## config.mk

```make
export PLATFORM = sky130hd
export DESIGN_NAME = dt_result_packer_flat
export DESIGN_NICKNAME = d
export VERILOG_FILES = /design/src/rtl/dt_pkg.sv /design/src/rtl/dt_result_packer_if.sv /design/src/rtl/dt_result_packer_bit_packer.sv /design/src/rtl/dt_result_packer.sv /design/src/flat_wrapper.sv
export SDC_FILE = /design/constraint.sdc
export NUM_CORES = 1
export LEC_CHECK = 0
export CAP_MARGIN = 25
export CORE_MARGIN = 1
export CORE_UTILIZATION = 38
export DETAILED_ROUTE_END_ITERATION = 7
export PLACE_DENSITY_LB_ADDON = 0.08
export SETUP_SLACK_MARGIN = 0.15
export SLEW_MARGIN = 20
export SYNTH_ARGS = -nofsm -noshare
export SYNTH_HDL_FRONTEND = slang
export SYNTH_HIERARCHICAL = 1
export SYNTH_SLANG_ARGS = --single-unit
export TNS_END_PERCENT = 50
```

## constraint.sdc

```tcl
create_clock -name clk -period 3.7 [get_ports clk]
set_clock_uncertainty 0.2 [all_clocks]
set_input_delay 0.555 -clock clk [delete_from_list [all_inputs] [get_ports clk]]
set_output_delay 0.555 -clock clk [all_outputs]
set_load 0.01 [all_outputs]
```

## src/rtl/dt_pkg.sv

```systemverilog
// dt_pkg: shared state encoding, image geometry and address widths for the DT result packer
package dt_pkg;
  localparam int PIX_W = 8;
  localparam int WORD_W = 16;
  localparam int NUM_WORDS = 1024;
  localparam int RAM_AW = 14;
  localparam int ROM_AW = 10;
  localparam int K_W = 4;
  localparam int FG_W = 15;
  typedef enum logic [2:0] {ST_IDLE, ST_FETCH, ST_CAPT, ST_WRITE, ST_DONE} state_t;
endpackage

```

## src/rtl/dt_result_packer_if.sv

```systemverilog
// dt_result_packer_if: control, result RAM read port and packed-word write port of the packer
// master = packer side: drives res_rd/res_addr, pk_wr/pk_addr/pk_do, busy, done, fg_count
// slave  = environment side: drives start, threshold, res_di
interface dt_result_packer_if;
  import dt_pkg::*;
  logic start;
  logic [PIX_W-1:0] threshold;
  logic res_rd;
  logic [RAM_AW-1:0] res_addr;
  logic [PIX_W-1:0] res_di;
  logic pk_wr;
  logic [ROM_AW-1:0] pk_addr;
  logic [WORD_W-1:0] pk_do;
  logic busy;
  logic done;
  logic [FG_W-1:0] fg_count;
  modport master (
    input start, threshold, res_di,
    output res_rd, res_addr, pk_wr, pk_addr, pk_do, busy, done, fg_count
  );
  modport slave (
    output start, threshold, res_di,
    input res_rd, res_addr, pk_wr, pk_addr, pk_do, busy, done, fg_count
  );
endinterface

```

## src/rtl/dt_result_packer_bit_packer.sv

```systemverilog
// bit_packer: 16-bit MSB-first shift register fed by a pixel >= threshold compare
// ports: clk, reset (async high), clear, shift_en, pix, threshold -> q (current), q_nx (q after next shift)
module bit_packer
  import dt_pkg::*;
(
  input  logic              clk,
  input  logic              reset,
  input  logic              clear,
  input  logic              shift_en,
  input  logic [PIX_W-1:0]  pix,
  input  logic [PIX_W-1:0]  threshold,
  output logic [WORD_W-1:0] q,
  output logic [WORD_W-1:0] q_nx
);
  assign q_nx = {q[WORD_W-2:0], pix >= threshold};
  always_ff @(posedge clk or posedge reset)
    if (reset) q <= '0;
    else if (clear) q <= '0;
    else if (shift_en) q <= q_nx;
endmodule

```

## src/rtl/dt_result_packer.sv

```systemverilog
// dt_result_packer: thresholds the 128x128 result map into 1024 packed 16-bit words in raster order
// ports: clk, reset (async high), bus (dt_result_packer_if.master: start/threshold in,
//        res_* RAM read port, pk_* word write port, busy, done, fg_count)
// PACK_STATS_EN: when defined, fg_count counts 1-pixels of the last pass; otherwise tied to 0
module dt_result_packer
  import dt_pkg::*;
(
  input  logic clk,
  input  logic reset,
  dt_result_packer_if.master bus
);
  state_t state, state_nx;
  logic [ROM_AW-1:0] w;
  logic [K_W-1:0] k;
  logic rd_q;
  logic go;
  logic [WORD_W-1:0] word_nx;
  logic [WORD_W-1:0] word_q;
  assign go = state == ST_IDLE && bus.start;
  always_ff @(posedge clk or posedge reset)
    if (reset) state <= ST_IDLE;
    else state <= state_nx;
  always_comb begin
    state_nx = state;
    case (state)
      ST_IDLE:  state_nx = bus.start ? ST_FETCH : ST_IDLE;
      ST_FETCH: state_nx = &k ? ST_CAPT : ST_FETCH;
      ST_CAPT:  state_nx = ST_WRITE;
      ST_WRITE: state_nx = w == ROM_AW'(NUM_WORDS - 1) ? ST_DONE : ST_FETCH;
      ST_DONE:  state_nx = ST_IDLE;
      default:  state_nx = ST_IDLE;
    endcase
  end
  assign bus.res_rd = state == ST_FETCH;
  assign bus.res_addr = {w, k};
  assign bus.pk_wr = state == ST_WRITE;
  assign bus.busy = state != ST_IDLE;
  assign bus.done = state == ST_DONE;
  // rd_q marks that res_di carries the pixel read last cycle; the 16th pixel lands during CAPT
  always_ff @(posedge clk or posedge reset)
    if (reset) begin
      w <= '0;
      k <= '0;
      rd_q <= 1'b0;
      bus.pk_addr <= '0;
      bus.pk_do <= '0;
    end else begin
      rd_q <= bus.res_rd;
      if (go) begin
        w <= '0;
        k <= '0;
      end
      if (state == ST_FETCH) k <= k + K_W'(1);
      if (state == ST_WRITE && w != ROM_AW'(NUM_WORDS - 1)) w <= w + ROM_AW'(1);
      // word and address are latched entering WRITE so they hold until the next word
      if (state == ST_CAPT) begin
        bus.pk_addr <= w;
        bus.pk_do <= word_nx;
      end
    end
  bit_packer u_packer (
    .clk(clk),
    .reset(reset),
    .clear(go),
    .shift_en(rd_q),
    .pix(bus.res_di),
    .threshold(bus.threshold),
    .q(word_q),
    .q_nx(word_nx)
  );
`ifdef PACK_STATS_EN
  logic [FG_W-1:0] fg;
  always_ff @(posedge clk or posedge reset)
    if (reset) fg <= '0;
    else if (go) fg <= '0;
    else if (rd_q && word_nx[0]) fg <= fg + FG_W'(1);
  assign bus.fg_count = fg;
`else
  assign bus.fg_count = '0;
`endif
  logic unused;
  assign unused = ^word_q;
endmodule

```

## src/flat_wrapper.sv

```systemverilog
// flat-port wrapper written by rule: the top's interface ports become plain ports
module dt_result_packer_flat import dt_pkg::*;
  (clk, reset, bus_start, bus_threshold, bus_res_di, bus_res_rd, bus_res_addr, bus_pk_wr, bus_pk_addr, bus_pk_do, bus_busy, bus_done, bus_fg_count);
  dt_result_packer_if bus_i ();
  input  logic clk;
  input  logic reset;
  input wire logic [$bits(bus_i.start)-1:0] bus_start;
  input wire logic [$bits(bus_i.threshold)-1:0] bus_threshold;
  input wire logic [$bits(bus_i.res_di)-1:0] bus_res_di;
  output wire logic [$bits(bus_i.res_rd)-1:0] bus_res_rd;
  output wire logic [$bits(bus_i.res_addr)-1:0] bus_res_addr;
  output wire logic [$bits(bus_i.pk_wr)-1:0] bus_pk_wr;
  output wire logic [$bits(bus_i.pk_addr)-1:0] bus_pk_addr;
  output wire logic [$bits(bus_i.pk_do)-1:0] bus_pk_do;
  output wire logic [$bits(bus_i.busy)-1:0] bus_busy;
  output wire logic [$bits(bus_i.done)-1:0] bus_done;
  output wire logic [$bits(bus_i.fg_count)-1:0] bus_fg_count;
  assign bus_i.start = bus_start;
  assign bus_i.threshold = bus_threshold;
  assign bus_i.res_di = bus_res_di;
  assign bus_res_rd = bus_i.res_rd;
  assign bus_res_addr = bus_i.res_addr;
  assign bus_pk_wr = bus_i.pk_wr;
  assign bus_pk_addr = bus_i.pk_addr;
  assign bus_pk_do = bus_i.pk_do;
  assign bus_busy = bus_i.busy;
  assign bus_done = bus_i.done;
  assign bus_fg_count = bus_i.fg_count;
  dt_result_packer u_core (.clk(clk), .reset(reset), .bus(bus_i));
endmodule
```

Word-level counts from Yosys, hierarchy flattened

Cells that the tools add are included.

Register bits after elaboration: 59
Input port bits: 19
Output and inout port bits: 59
Logic and storage cells: 34

Add/subtract/negate cells: 2
$lt $le $gt $ge: 1
Eq/ne operators: 6
Multiplexer cells: 10
Reductions and logical operators: 8

Operator list:

| cell                                                                  | number |
|---|---|
| 15-bit 2-to-1 mux                                                     | 2 |
| 10-bit 2-to-1 mux                                                     | 2 |
| 3-bit one-hot mux with 4 select lines                                 | 1 |
| 10-bit by 1-bit adder with 10-bit output, second input constant       | 1 |
| 10-bit equality test, second input constant                           | 1 |
| 10-bit != test, second input constant                                 | 1 |
| 8-bit greater-or-equal comparator                                     | 1 |
| 4-bit 2-to-1 mux                                                      | 2 |
| 3-bit by 2-bit equality test with 1-bit output, second input constant | 2 |
| 2-bit nonzero test                                                    | 3 |
| 4-bit by 1-bit adder with 4-bit output, second input constant         | 1 |
| 4-bit AND reduction                                                   | 1 |
| 3-bit by 1-bit equality test with 1-bit output, second input constant | 1 |
| 3-bit equality test, second input constant                            | 1 |
| 3-bit logical NOT                                                     | 1 |
| 3-bit 2-to-1 mux                                                      | 1 |
| 3-bit nonzero test                                                    | 1 |
| 1-bit logical AND                                                     | 2 |
| 2-bit 2-to-1 mux                                                      | 1 |
| 1-bit 2-to-1 mux                                                      | 1 |

Depth between registers and ports, before layout

Word-level depth: 4
Gate-level depth with buffers: 7
Mapped depth without buffers: 7

Hierarchy

The synthesis kept the hierarchy.

By module, submodules not included:

| module           | instances | cells an instance | area each (sq um) | sequential area each (sq um) |
|---|---|---|---|---|
| dt_result_packer | 1         | 159               | 2001.9            | 1101.1 |
| bit_packer       | 1         | 94                | 958.4             | 400.4 |

Worst setup path after synthesis

No wires, ideal clock.

Path kind: input-to-reg
Start: input bus_threshold[2]
End: register u_core.bus.pk_do[0]
Library setup time: 0.125 ns
Arrival: 1.656 ns
Required time: 3.375 ns
Setup slack: 1.720 ns
Cell stages on the path: 7
Buffers on the path: 0
Cell sequence: inv_1 > ha_1 > o211a_1 > a211oi_1 > a211o_1 > nand2_1 > mux2_2

Word-level cells in the longest chain between the ends: 1

Ends and longest elaborated chain:

| element                           | line                              | text |
|---|---|---|
| start, declared                   | flat_wrapper.sv:8                 | `input wire logic [$bits(bus_i.threshold)-1:0] bus_threshold;` |
| 8-bit greater-or-equal comparator | dt_result_packer_bit_packer.sv:15 | `assign q_nx = {q[WORD_W-2:0], pix >= threshold};` |
| named net u_core.word_nx[0]       | dt_result_packer.sv:17            | `logic [WORD_W-1:0] word_nx;` |
| end signal, assigned              | dt_result_packer.sv:58            | `bus.pk_do <= word_nx;` |
| end, declared                     | dt_result_packer_if.sv:19         | `output res_rd, res_addr, pk_wr, pk_addr, pk_do, busy, done, fg_count` |

The timed path passes the listed nets, and every way through them passes these cells.
A chain may end at the register's enable or synchronous reset.

Worst setup path after layout

Start: register u_core.state[0]
End: output bus_res_rd

Word-level cells in the longest chain between the ends: 1

Ends and longest elaborated chain:

| element                                        | line                   | text |
|---|---|---|
| start, declared                                | dt_result_packer.sv:12 | `state_t state, state_nx;` |
| start signal, assigned                         | dt_result_packer.sv:22 | `else state <= state_nx;` |
| 3-bit by 1-bit equality test with 1-bit output | dt_result_packer.sv:34 | `assign bus.res_rd = state == ST_FETCH;` |
| end, declared                                  | flat_wrapper.sv:10     | `output wire logic [$bits(bus_i.res_rd)-1:0] bus_res_rd;` |

No other way between the ends.

==> out/results.tsv <==
metric	value	unit
Sum Neg Setup Slack	0	ps
total CTS buffers	9	
GP Congestion	0.767	
vias in the first global route	1787	
CTS Sinks	59	
worst vdd ir	0.140	mV
first-pass GRT wire length	8740	um
ANT cells	0	
Max clock buf depth	2	
H-tree levels	3	
Port Buf Inserts	62	
clock power share	43.2	%
Reg clk slew, reported paths	70	ps
wirelength, routed	5340	um
FILL cells	666	
Worst-Skew Late Latency	330	ps
Power Density	411	nW/um2
final slew viol count	0	
max cap viols	0	
Core Area	7330	um2
Starting Density	39.9	%
CTS tree	built	
clock root cell	clkbuf_8	
post-DR wirelength/cell	13.2	um
grt ovf	0	
Mapped Cells	250	
largest net degree at the start of global routing	45	
DIE AREA	8040	um2
worst-path fanout max	10	
part of the power in registers	46.8	%
Final nets	330	
CP Cell Sequence	nor3b_2 > clkdlybuf4s50_1	
syn avg cell area	11.7	um2
Synth-to-Final Area Change	27.0	%
dpl hpwl	3650	um
drt pass-1 iters	4	
most frequent cells in the layout	clkdlybuf4s50_1 (62), dfrtp_1 (59), mux2_2 (28)	
Post-CTS Setup Bufs	0	
FP Rows	31	
antenna-violating nets left	0	
P_int	1190	uW
Net Switching	334	uW
YS warnings	6	
Hold Crit Class	input port to asynchronous set/reset pin	
Iter 0 DRT Violations	56	
cell area after synthesis	2920	um2
Tmin final	2700	ps
total track usage	14.8	%
Hold WS	304	ps
number of antenna violations at the first check in global routing	0	
CP Capture Type	output port	
worst slew pin tran	834	ps
leading cell type in the layout, fill and taps excluded	clkdlybuf4s50_1	
critical path arrival	1950	ps
Vias/cell	4.78	
Die Y	89.7	um
endpoints failing hold	0	
Hold Buf Count CTS	0	
Final Cycle Share	73.0	%
switching share of power	21.9	%
status	finished clean	
Leak	0.00164	uW
Die Span X	89.7	um
Max Freq	0.370	GHz
CP max stage delay	640	ps
share of post-route cells with drive strength above 1	17.6	%
post_cts resized	0	
CP max-delay cell	clkdlybuf4s50_1	
slew margin rel.	44.4	%
vias	1934	
RSZ-0062 raised after global routing	false	
combinational share of power	10.1	%
Critical Path RT	2940	ps
WS Path Type	flop to output port	
Setup-failing EPs final	0	
crit start category	flop	
DRC viols	0	
# IOs	78	
==> power groups by stage <==
stage	registers, uW	clock network [uW]	logic (uW)
after floorplan	731	0	105
after global placement	725	0	152
after detailed placement	726	0	154
after CTS	714	678	155
after global routing	720	711	173
final	713	658	153
==> critical path, delay by kind of cell (launching register included) <==
kind	cells	cell delay (ps)
buffers and inverters	1	640
and+or+nand+nor	1	530
DFF	1	450
==> sequential cells by signal, indices dropped and copies added, names as in the netlist <==
signal,cells
u_core/bus.pk_do,16
u_core/rd_q,1
u_core/bus.pk_addr,10
u_core/u_packer/q,15
u_core/state,3
u_core/w,10
u_core/k,4
==> worst paths after layout <==
path / end / slack (ps) / depth (start not counted) / from
min in group clk: u_core/bus.pk_do[14] / 310 / 1 / u_core/bus.pk_do[14]
min: u_core/bus.pk_do[15] / 300 / 2 / reset
max: bus_res_rd / 1000 / 2 / u_core/state[0]
min reg2reg: u_core/bus.pk_do[14] / 310 / 1 / u_core/bus.pk_do[14]
max reg2reg: u_core/w[7] / 1510 / 5 / u_core/state[1]
max in group asynchronous: u_core/u_packer/q[1] / 2480 / 2 / reset
==> final cells by class <==
cell class | count | area, um2 | share of cell area (%)
clock buffers | 12 | 155 | 4.18
flip-flops and latches | 59 | 1480 | 39.8
inverters | 14 | 52.6 | 1.42
multi-input cells | 153 | 1170 | 31.5
clock inverters | 4 | 72.6 | 1.96
well taps | 99 | 124 | 3.34
repair buffers | 64 | 661 | 17.8
==> stage by stage <==
step / utilization, % / total power [uW] / setup WS (ps) / instance area [um2] / std cells
global placement: 47.2 / 877 / 1190 / 3460 / 388
detailed placement: 47.2 / 879 / 1170 / 3460 / 388
CTS: 50.3 / 1550 / 934 / 3690 / 404
floorplan: - / 836 / 1720 / 2970 / 264
finish: 50.6 / 1530 / 997 / 3710 / 405
global route: 50.6 / 1600 / 819 / 3710 / 405
==> routing by layer <==
| metal | GRT usage, % | wire [um] | vias to the layer above |
|---|---|---|---|
| li1 | - | - | 929 |
| met1 | 20.2 | 2630 | 938 |
| met2 | 21.2 | 2350 | 60 |
| met3 | 5.03 | 282 | 7 |
| met4 | 6.93 | 77 | 0 |
| met5 | 0 | 0 | - |
Note: power is estimated with default switching activity, not from simulation.
